--- src/rtl/control_pkg.sv ---
// Shared types and constants for the pipeline hazard controller.
package control_pkg;

    typedef enum logic [1:0] {
        HZ_RUN    = 2'd0,
        HZ_MDWAIT = 2'd1,
        HZ_ERR    = 2'd2
    } hz_state_e;

    localparam int unsigned MD_TIMEOUT = 63;
    localparam int unsigned WD_W       = 6;

    // x0 is hardwired zero, so it can never carry a dependency.
    function automatic logic src_match(input logic [4:0] rd, input logic [4:0] rs, input logic used);
        return used && (rd != 5'd0) && (rd == rs);
    endfunction

endpackage

--- src/rtl/hazard_ctrl_if.sv ---
// Pipeline-side view of the hazard controller: stage fields in, enables/bubbles/status out.
interface hazard_ctrl_if;
    import control_pkg::*;

    logic [4:0] if_id_rs1;
    logic [4:0] if_id_rs2;
    logic       id_uses_rs1;
    logic       id_uses_rs2;
    logic       id_is_branch;
    logic [4:0] id_ex_rd;
    logic       id_ex_reg_write;
    logic       id_ex_mem_read;
    logic [4:0] ex_mem_rd;
    logic       ex_mem_mem_read;
    logic       ex_muldiv;
    logic       muldiv_done;
    logic       br_taken;

    logic        pc_en;
    logic        if_id_en;
    logic        id_ex_en;
    logic        if_id_flush;
    logic        id_ex_bubble;
    logic        ex_mem_bubble;
    hz_state_e   state;
    logic        error;
    logic [15:0] stall_cnt;

    modport master (
        output if_id_rs1, if_id_rs2, id_uses_rs1, id_uses_rs2, id_is_branch,
               id_ex_rd, id_ex_reg_write, id_ex_mem_read, ex_mem_rd, ex_mem_mem_read,
               ex_muldiv, muldiv_done, br_taken,
        input  pc_en, if_id_en, id_ex_en, if_id_flush, id_ex_bubble, ex_mem_bubble,
               state, error, stall_cnt
    );

    modport slave (
        input  if_id_rs1, if_id_rs2, id_uses_rs1, id_uses_rs2, id_is_branch,
               id_ex_rd, id_ex_reg_write, id_ex_mem_read, ex_mem_rd, ex_mem_mem_read,
               ex_muldiv, muldiv_done, br_taken,
        output pc_en, if_id_en, id_ex_en, if_id_flush, id_ex_bubble, ex_mem_bubble,
               state, error, stall_cnt
    );

endinterface

--- src/rtl/hazard_detect.sv ---
// Combinational load-use and branch-operand dependency detection for the ID stage.
module hazard_detect
    import control_pkg::*;
(
    input  logic [4:0] if_id_rs1,
    input  logic [4:0] if_id_rs2,
    input  logic       id_uses_rs1,
    input  logic       id_uses_rs2,
    input  logic       id_is_branch,
    input  logic [4:0] id_ex_rd,
    input  logic       id_ex_reg_write,
    input  logic       id_ex_mem_read,
    input  logic [4:0] ex_mem_rd,
    input  logic       ex_mem_mem_read,
    output logic       lu,
    output logic       bx,
    output logic       bl
);

    logic [1:0][4:0] src_rs;
    logic [1:0]      src_used;
    logic [1:0]      ex_hit;
    logic [1:0]      mem_hit;

    assign src_rs   = {if_id_rs2, if_id_rs1};
    assign src_used = {id_uses_rs2, id_uses_rs1};

    generate
        for (genvar gi = 0; gi < 2; gi++) begin : g_src
            assign ex_hit[gi]  = src_match(id_ex_rd,  src_rs[gi], src_used[gi]);
            assign mem_hit[gi] = src_match(ex_mem_rd, src_rs[gi], src_used[gi]);
        end
    endgenerate

    assign lu = id_ex_mem_read & (|ex_hit);
    assign bx = id_is_branch & id_ex_reg_write & (|ex_hit);
    assign bl = id_is_branch & ex_mem_mem_read & (|mem_hit);

endmodule

--- src/rtl/hazard_ctrl.sv ---
// Pipeline stall/flush controller: data-hazard stalls, multi-cycle MUL/DIV hold with
// watchdog, and a saturating stall counter.
module hazard_ctrl
    import control_pkg::*;
(
    input  logic         clk,
    input  logic         rst_n,
    hazard_ctrl_if.slave hz
);

    hz_state_e       state_reg, state_next;
    logic [WD_W-1:0] wd_reg, wd_next;
    logic            error_reg;
    logic [15:0]     stall_cnt_reg;

    logic lu, bx, bl, data_hz;
    logic pc_en, if_id_en, id_ex_en, id_ex_bubble, ex_mem_bubble;

    hazard_detect u_detect (
        .if_id_rs1       (hz.if_id_rs1),
        .if_id_rs2       (hz.if_id_rs2),
        .id_uses_rs1     (hz.id_uses_rs1),
        .id_uses_rs2     (hz.id_uses_rs2),
        .id_is_branch    (hz.id_is_branch),
        .id_ex_rd        (hz.id_ex_rd),
        .id_ex_reg_write (hz.id_ex_reg_write),
        .id_ex_mem_read  (hz.id_ex_mem_read),
        .ex_mem_rd       (hz.ex_mem_rd),
        .ex_mem_mem_read (hz.ex_mem_mem_read),
        .lu              (lu),
        .bx              (bx),
        .bl              (bl)
    );

    assign data_hz = lu | bx | bl;

    always_comb begin
        state_next    = state_reg;
        wd_next       = wd_reg;
        pc_en         = 1'b1;
        if_id_en      = 1'b1;
        id_ex_en      = 1'b1;
        id_ex_bubble  = 1'b0;
        ex_mem_bubble = 1'b0;
        unique case (state_reg)
            HZ_RUN: begin
                // The MUL/DIV hold freezes the whole front end, so data hazards are moot.
                if (hz.ex_muldiv && !hz.muldiv_done) begin
                    pc_en         = 1'b0;
                    if_id_en      = 1'b0;
                    id_ex_en      = 1'b0;
                    ex_mem_bubble = 1'b1;
                    state_next    = HZ_MDWAIT;
                    wd_next       = '0;
                end else if (data_hz) begin
                    pc_en        = 1'b0;
                    if_id_en     = 1'b0;
                    id_ex_bubble = 1'b1;
                end
            end
            HZ_MDWAIT: begin
                if (hz.muldiv_done) begin
                    state_next = HZ_RUN;
                end else begin
                    pc_en         = 1'b0;
                    if_id_en      = 1'b0;
                    id_ex_en      = 1'b0;
                    ex_mem_bubble = 1'b1;
                    if (wd_reg == WD_W'(MD_TIMEOUT)) begin
                        state_next = HZ_ERR;
                    end else begin
                        wd_next = wd_reg + 1'b1;
                    end
                end
            end
            HZ_ERR: begin
                pc_en    = 1'b0;
                if_id_en = 1'b0;
                id_ex_en = 1'b0;
            end
            default: state_next = HZ_RUN;
        endcase
    end

    always_ff @(posedge clk or negedge rst_n) begin
        if (!rst_n) begin
            state_reg     <= HZ_RUN;
            wd_reg        <= '0;
            error_reg     <= 1'b0;
            stall_cnt_reg <= '0;
        end else begin
            state_reg <= state_next;
            wd_reg    <= wd_next;
            if (state_next == HZ_ERR) begin
                error_reg <= 1'b1;
            end
            if (!pc_en && (stall_cnt_reg != 16'hFFFF)) begin
                stall_cnt_reg <= stall_cnt_reg + 16'd1;
            end
        end
    end

    // A taken branch seen during a stall is dropped; ID presents it again once released.
    assign hz.if_id_flush   = hz.br_taken & pc_en;
    assign hz.pc_en         = pc_en;
    assign hz.if_id_en      = if_id_en;
    assign hz.id_ex_en      = id_ex_en;
    assign hz.id_ex_bubble  = id_ex_bubble;
    assign hz.ex_mem_bubble = ex_mem_bubble;
    assign hz.state         = state_reg;
    assign hz.error         = error_reg;
    assign hz.stall_cnt     = stall_cnt_reg;

endmodule

--- src/flat_wrapper.sv ---
// flat-port wrapper written by rule: the top's interface ports become plain ports
module hazard_ctrl_flat import control_pkg::*;
  (clk, rst_n, hz_if_id_rs1, hz_if_id_rs2, hz_id_uses_rs1, hz_id_uses_rs2, hz_id_is_branch, hz_id_ex_rd, hz_id_ex_reg_write, hz_id_ex_mem_read, hz_ex_mem_rd, hz_ex_mem_mem_read, hz_ex_muldiv, hz_muldiv_done, hz_br_taken, hz_pc_en, hz_if_id_en, hz_id_ex_en, hz_if_id_flush, hz_id_ex_bubble, hz_ex_mem_bubble, hz_state, hz_error, hz_stall_cnt);
  hazard_ctrl_if hz_i ();
  input  logic clk;
  input  logic rst_n;
  input wire logic [$bits(hz_i.if_id_rs1)-1:0] hz_if_id_rs1;
  input wire logic [$bits(hz_i.if_id_rs2)-1:0] hz_if_id_rs2;
  input wire logic [$bits(hz_i.id_uses_rs1)-1:0] hz_id_uses_rs1;
  input wire logic [$bits(hz_i.id_uses_rs2)-1:0] hz_id_uses_rs2;
  input wire logic [$bits(hz_i.id_is_branch)-1:0] hz_id_is_branch;
  input wire logic [$bits(hz_i.id_ex_rd)-1:0] hz_id_ex_rd;
  input wire logic [$bits(hz_i.id_ex_reg_write)-1:0] hz_id_ex_reg_write;
  input wire logic [$bits(hz_i.id_ex_mem_read)-1:0] hz_id_ex_mem_read;
  input wire logic [$bits(hz_i.ex_mem_rd)-1:0] hz_ex_mem_rd;
  input wire logic [$bits(hz_i.ex_mem_mem_read)-1:0] hz_ex_mem_mem_read;
  input wire logic [$bits(hz_i.ex_muldiv)-1:0] hz_ex_muldiv;
  input wire logic [$bits(hz_i.muldiv_done)-1:0] hz_muldiv_done;
  input wire logic [$bits(hz_i.br_taken)-1:0] hz_br_taken;
  output wire logic [$bits(hz_i.pc_en)-1:0] hz_pc_en;
  output wire logic [$bits(hz_i.if_id_en)-1:0] hz_if_id_en;
  output wire logic [$bits(hz_i.id_ex_en)-1:0] hz_id_ex_en;
  output wire logic [$bits(hz_i.if_id_flush)-1:0] hz_if_id_flush;
  output wire logic [$bits(hz_i.id_ex_bubble)-1:0] hz_id_ex_bubble;
  output wire logic [$bits(hz_i.ex_mem_bubble)-1:0] hz_ex_mem_bubble;
  output wire logic [$bits(hz_i.state)-1:0] hz_state;
  output wire logic [$bits(hz_i.error)-1:0] hz_error;
  output wire logic [$bits(hz_i.stall_cnt)-1:0] hz_stall_cnt;
  assign hz_i.if_id_rs1 = hz_if_id_rs1;
  assign hz_i.if_id_rs2 = hz_if_id_rs2;
  assign hz_i.id_uses_rs1 = hz_id_uses_rs1;
  assign hz_i.id_uses_rs2 = hz_id_uses_rs2;
  assign hz_i.id_is_branch = hz_id_is_branch;
  assign hz_i.id_ex_rd = hz_id_ex_rd;
  assign hz_i.id_ex_reg_write = hz_id_ex_reg_write;
  assign hz_i.id_ex_mem_read = hz_id_ex_mem_read;
  assign hz_i.ex_mem_rd = hz_ex_mem_rd;
  assign hz_i.ex_mem_mem_read = hz_ex_mem_mem_read;
  assign hz_i.ex_muldiv = hz_ex_muldiv;
  assign hz_i.muldiv_done = hz_muldiv_done;
  assign hz_i.br_taken = hz_br_taken;
  assign hz_pc_en = hz_i.pc_en;
  assign hz_if_id_en = hz_i.if_id_en;
  assign hz_id_ex_en = hz_i.id_ex_en;
  assign hz_if_id_flush = hz_i.if_id_flush;
  assign hz_id_ex_bubble = hz_i.id_ex_bubble;
  assign hz_ex_mem_bubble = hz_i.ex_mem_bubble;
  assign hz_state = hz_i.state;
  assign hz_error = hz_i.error;
  assign hz_stall_cnt = hz_i.stall_cnt;
  hazard_ctrl u_core (.clk(clk), .rst_n(rst_n), .hz(hz_i));
endmodule
--- config.mk ---
export PLATFORM = sky130hd
export DESIGN_NAME = hazard_ctrl_flat
export DESIGN_NICKNAME = d
export VERILOG_FILES = /design/src/rtl/control_pkg.sv /design/src/rtl/hazard_ctrl_if.sv /design/src/rtl/hazard_detect.sv /design/src/rtl/hazard_ctrl.sv /design/src/flat_wrapper.sv
export SDC_FILE = /design/constraint.sdc
export NUM_CORES = 1
export LEC_CHECK = 0
export CAP_MARGIN = 20
export CORE_MARGIN = 1
export CORE_UTILIZATION = 45
export DETAILED_ROUTE_END_ITERATION = 10
export GPL_ROUTABILITY_DRIVEN = 0
export PLACE_DENSITY = 0.8
export SLEW_MARGIN = 20
export SYNTH_ARGS = -nofsm -noshare
export SYNTH_HDL_FRONTEND = slang
export SYNTH_SLANG_ARGS = --single-unit
--- constraint.sdc ---
create_clock -name clk -period 2.24 [get_ports clk]
set_clock_uncertainty 0.15 [all_clocks]
set_input_delay 0.336 -clock clk [delete_from_list [all_inputs] [get_ports clk]]
set_output_delay 0.336 -clock clk [all_outputs]
set_load 0.05 [all_outputs]
# --- Yosys cells after proc, flatten, opt, wreduce, memory -nomap -nowiden ---
# Cells that the tools add are included.
# W data, S select, Z words.
classes:
  addsub: 2
  n_eq_ne: 12
  mux: 20
  n_bitwise: 8
  n_reduce_logical: 19
ops:
  columns: ["cell", "n"]
  rows:
  - ["$eq A5 B5 Y1", 4]
  - ["$mux W6", 3]
  - ["$add A16 B1 Y16 const B", 1]
  - ["$ne A16 B16 Y1 const B", 1]
  - ["$pmux W6 S2", 1]
  - ["$logic_and A1 B1 Y1", 10]
  - ["$reduce_bool A5 Y1", 2]
  - ["$mux W1", 9]
  - ["$add A6 B1 Y6 const B", 1]
  - ["$and A1 B1 Y1", 6]
  - ["$eq A6 B6 Y1 const B", 1]
  - ["$mux W2", 3]
  - ["$pmux W1 S3", 2]
  - ["$pmux W2 S3", 1]
  - ["$eq A2 B2 Y1 const B", 2]
  - ["$ne A2 B2 Y1 const B", 2]
  - ["$reduce_and A4 Y1", 1]
  - ["$reduce_or A2 Y1", 2]
  - ["$eq A2 B1 Y1 const B", 1]
  - ["$logic_not A1 Y1", 2]
  - ["$logic_not A2 Y1", 1]
  - ["$ne A2 B1 Y1 const B", 1]
  - ["$or A1 B1 Y1", 2]
  - ["$pmux W1 S2", 1]
  - ["$reduce_bool A2 Y1", 1]
totals:
  reg_bits: 25
  input_bits: 31
  out_inout_bits: 25
  wordCells: 65

# --- Logic depth before layout (Yosys ltp) ---
depth:
  ltp_word: 12
  mapped_depth: 7
  depth_no_buf: 7

# --- By module ---
# A second synthesis with hierarchy kept.
unflattened:
  hier_cells: 160
  area_unflattened_um2: 1652.8
modules_own_cells:
  columns: ["module", "instances", "cells_per_inst", "area_per_inst_um2"]
  rows:
  - ["hazard_ctrl", 1, 123, 1376.3]
  - ["hazard_detect", 1, 37, 276.5]

# --- Least setup slack after synthesis ---
# Ideal clock, no wire load.
synth_timing:
  path_kind: "input -> output"
  from: "input port hz_id_ex_rd[2]"
  to: "output port hz_id_ex_bubble"
  arrival_time_ns: 3.510
  required_ns: 1.754
  setup_slack_ns: -1.756
  cell_stages: 5
  n_path_buf: 0
  path_cell_list: "xnor2_1 nand4_1 o22ai_1 a22oi_1 a2111oi_0"
synth_between:
  elab_chain_cells: 10
  elab_cells_between_ends: 15
synth_lines:
  columns: ["element", "line_no", "text"]
  rows:
  - ["from (decl)", "flat_wrapper.sv:12", "input wire logic [$bits(hz_i.id_ex_rd)-1:0] hz_id_ex_rd;"]
  - ["$reduce_bool A5 Y1", "control_pkg.sv:15", "return used && (rd != 5'd0) && (rd == rs);"]
  - ["$logic_and A1 B1 Y1 (2 in series)", "control_pkg.sv:15", null]
  - ["$reduce_or A2 Y1 *", "hazard_detect.sv:35, hazard_detect.sv:36", null]
  - ["$and A1 B1 Y1, on equally long branches", "hazard_detect.sv:35, hazard_detect.sv:36", null]
  - ["$or A1 B1 Y1 * (2 in series)", "hazard_ctrl.sv:35", "assign data_hz = lu | bx | bl;"]
  - ["$mux W1 *", "hazard_ctrl.sv:55", "end else if (data_hz) begin"]
  - ["$mux W1 *", "hazard_ctrl.sv:48", "if (hz.ex_muldiv && !hz.muldiv_done) begin"]
  - ["$mux W1 *", "hazard_ctrl.sv:45", "unique case (state_reg)"]
  - ["to (decl)", "flat_wrapper.sv:24", "output wire logic [$bits(hz_i.id_ex_bubble)-1:0] hz_id_ex_bubble;"]
# Every way passes the cells marked *; elsewhere a longest branch is shown, timed or not.

# --- Final worst setup path ---
layout_timing:
  from: "input port hz_if_id_rs1[0]"
  to: "output port hz_id_ex_bubble"
layout_between:
  elab_chain_cells: 9
  elab_cells_between_ends: 14
layout_lines:
  columns: ["element", "line_no", "text"]
  rows:
  - ["from (decl)", "flat_wrapper.sv:7", "input wire logic [$bits(hz_i.if_id_rs1)-1:0] hz_if_id_rs1;"]
  - ["$eq A5 B5 Y1", "control_pkg.sv:15", null]
  - ["$logic_and A1 B1 Y1", "control_pkg.sv:15", null]
  - ["$reduce_or A2 Y1", "hazard_detect.sv:35, hazard_detect.sv:36", null]
  - ["$and A1 B1 Y1, on equally long branches", "hazard_detect.sv:35, hazard_detect.sv:36", null]
  - ["$or A1 B1 Y1", "hazard_ctrl.sv:35", null]
  - ["$or A1 B1 Y1 *", "hazard_ctrl.sv:35", null]
  - ["$mux W1 *", "hazard_ctrl.sv:55", null]
  - ["$mux W1 *", "hazard_ctrl.sv:48", null]
  - ["$mux W1 *", "hazard_ctrl.sv:45", null]
# Marked as above.

==> impl_metrics.yaml <==
grt:
  grt_pass1_vias: 1735
  grt_overflow: 0
  grt_pass1_wl_um: 7560
  grt_use_total_pct: 27.9
  grt_max_degree: 26
  antenna_found_initial: 0
routing:
  drc_errors: 0
  finalWirelength_um: 5040
  initialDrtViolationCount: 63
  routedWlPerCell_um: 16.6
  firstDrtPassIters: 4
  viasPerCell: 5.51
  num_vias: 1670
  drtAntennaViolNets: 0
logic_synthesis:
  synth_area_mm2: 0.00158
  netlist.area_leader.share_pct: 39.7
  ys_seq_elements: 25
  synth.net_count: 199
  synth_top_area_cell: "dfrtp_1"
  yosysWarnings: 0
  avgSynthCellArea_um2: 9.49
  synth_area_leaders: "dfrtp_1 (40%), xnor2_1 (11%), xor2_1 (9.5%)"
  syn_inst: 166
  ys_seq_area_share_pct: 39.7
  synth_cell_types: 38
worst_setup_path:
  crit_required_ns: 1.75
  cp_data_arrival_time_ns: 2.01
  max_stage_delay_ns: 0.35
  reg2reg_to: "u_core.hz.stall_cnt[13]"
  path_cells: "clkdlybuf4s15_1 -> xnor2_1 -> nand4_1 -> o22ai_2 -> a22oi_2 -> buf_4 -> a2111oi_4 -> clkbuf_16"
  start_kind: "input port"
  reg2reg_depth: 7
  r2r-start: "u_core.hz.stall_cnt[1]"
  criticalPathCategory: "input port to primary output"
  slowest_stage: "a2111oi_4"
  endpoint_kind: "primary output"
  crit_fanout: 2
  ff2ff_setup_slack_ns: 0.12
sta:
  hold_violations: 0
  timing.final.ws_setup_ns: -0.257
  max_slew_margin_pct: 65.9
  setup_viol: 4
  worst_pin_slew_ns: 0.510
  drv_slew: 0
  min_period_over_period_pct: 111
  rsz0062_at_grt: "true"
  fmax_mhz: 401
  min_period_ns: 2.50
worst_hold_path:
  hp-class: "input port to async pin"
cells_and_area:
  largest_reg_flops: 16
  diodes: 0
  area_growth_pct: 65.3
  layout.cells.most_common_list: "buf_4 (35), clkdlybuf4s50_1 (25), xor2_1 (17), dfrtp_1 (17)"
  drive_above_1_share_pct: 35.8
  final_area_mm2: 0.00260
  finalNetCount: 291
  final-instance-count-excl-fill: 303
  final_common_cell: "buf_4"
floorplan:
  start_util_pct: 47.2
  design.core.area_mm2: 0.00334
  die_h_um: 61.2
  rows: 21
  die_w_um: 61.2
  design.die.area_mm2: 0.00374
  io-pin-count: 56
cts:
  cts_root_buf: "clkbuf_4"
  insertion_delay_ns: 0.31
  cts_sinks: 25
  h-tree-depth: 1
  clkTransAtPathRegs_ns: 0.14
  cts_tree: "done"
  cts_made_buffers: 3
  clk_path_buf_depth: 2
run:
  maxCapViolations: 0
run_status:
  violations: "negative setup slack"
  status: "finished, violations left"
pwr:
  peakVddDrop_mv: 0.762
  power-per-cell-area_mw_per_mm2: 609
  p_leak_uw: 0.00118
placed_design:
  port_buffers: 55
  dpl.cell_count: 291
  hpwl_um: 3510
  place_area_mm2: 0.00248
==> where the power goes <==
group          leakage, uW  switching [uW]  total, uW  internal (uW)
Combinational     0.000837             474        817            343
Clock            0.0000177             130        197           66.7
Sequential        0.000325            49.4        572            523
Total              0.00118             654       1590            932
==> area by class of cell <==
cell class	count	area, um^2
sequential	25	636
timing repair buffer	90	822
clock inverter	1	5.00
tap	46	57.6
clock buffer	3	22.5
fill	230	733
inverter	4	17.5
multi-input combinational	134	1040
==> cell usage after synthesis <==
library cell and n:
a2111oi_0 1, a21o_1 1, a21oi_1 4, a221oi_4 1, a22o_1 1, a22oi_1 2, and2_1 1, and3_1 1
and3b_1 1, buf_2 1, buf_4 1, buf_6 1, dfrtp_1 25, ha_1 2, inv_1 4, mux2_1 1
mux2_2 1, nand2_1 16, nand2b_1 1, nand3_1 6, nand4_1 9, nor2_1 12, nor2_2 1, nor2b_1 1
nor3_1 8, nor3b_1 1, nor4_1 9, nor4b_1 2, o21ai_0 2, o21bai_1 1, o22ai_1 5, o311a_1 1
o32ai_2 1, or2_1 1, or2_2 2, or3_1 1, xnor2_1 20, xor2_1 17
==> worst max path at each step <==
stage | from | endpoint | cells after the start
2_1_floorplan | hz_ex_mem_rd[0] | hz_pc_en | 6
3_3_place_gp | hz_id_ex_rd[3] | hz_id_ex_bubble | 8
3_5_place_dp | hz_ex_mem_rd[4] | hz_id_ex_bubble | 8
4_1_cts | hz_ex_mem_rd[1] | hz_if_id_en | 7
5_1_grt | hz_if_id_rs1[0] | hz_id_ex_bubble | 8
6_report | hz_if_id_rs1[0] | hz_id_ex_bubble | 8
==> kinds of logic after synthesis <==
logic type	synth area share (%)
compound gates	10.2
xor+xnor	20.6
fa+ha+maj	1.59
buf+inv	2.46
flops	39.7
mux	1.43
simple gates	24.0
==> metal layers <==
metal	vias up	wire length [um]	global-route usage (%)
li1	782	-	-
met1	784	1930	30.8
met2	80	2580	53.3
met3	24	339	3.99
met4	0	192	11.4
met5	-	0	0
==> worst max-delay path: cells and delay by family <==
family	cells	cell delay, ns
buffers and inverters	3	0.64
AOI/OAI and AO/OA	3	0.62
xor gates and xnor gates	1	0.23
and+or+nand+nor	1	0.19
==> per-stage QoR <==
stage	power (uW)	utilization [%]	setup TNS, ns	worst slack, ns	hold WS [ns]
2_1_floorplan	1010	-	-0.515	-0.355	-0.110
3_3_place_gp	1340	74.5	-8.16	-0.498	0.305
3_5_place_dp	1380	74.5	-9.04	-0.556	0.315
4_1_cts	1580	76.3	-0.451	-0.119	0.219
5_1_grt	1660	78.0	-1.34	-0.339	0.249
6_report	1590	78.0	-0.907	-0.257	0.233
==> what timing repair did <==
item / CTS / global route
cloned: 0 / 0
setup endpoints to repair: 19 / 11
gates resized for setup: 41 / 36
hold buffers: 0 / 0
buffers inserted: 3 / 5
pin swaps: 15 / 20
Power figures use the tool's default switching activity.
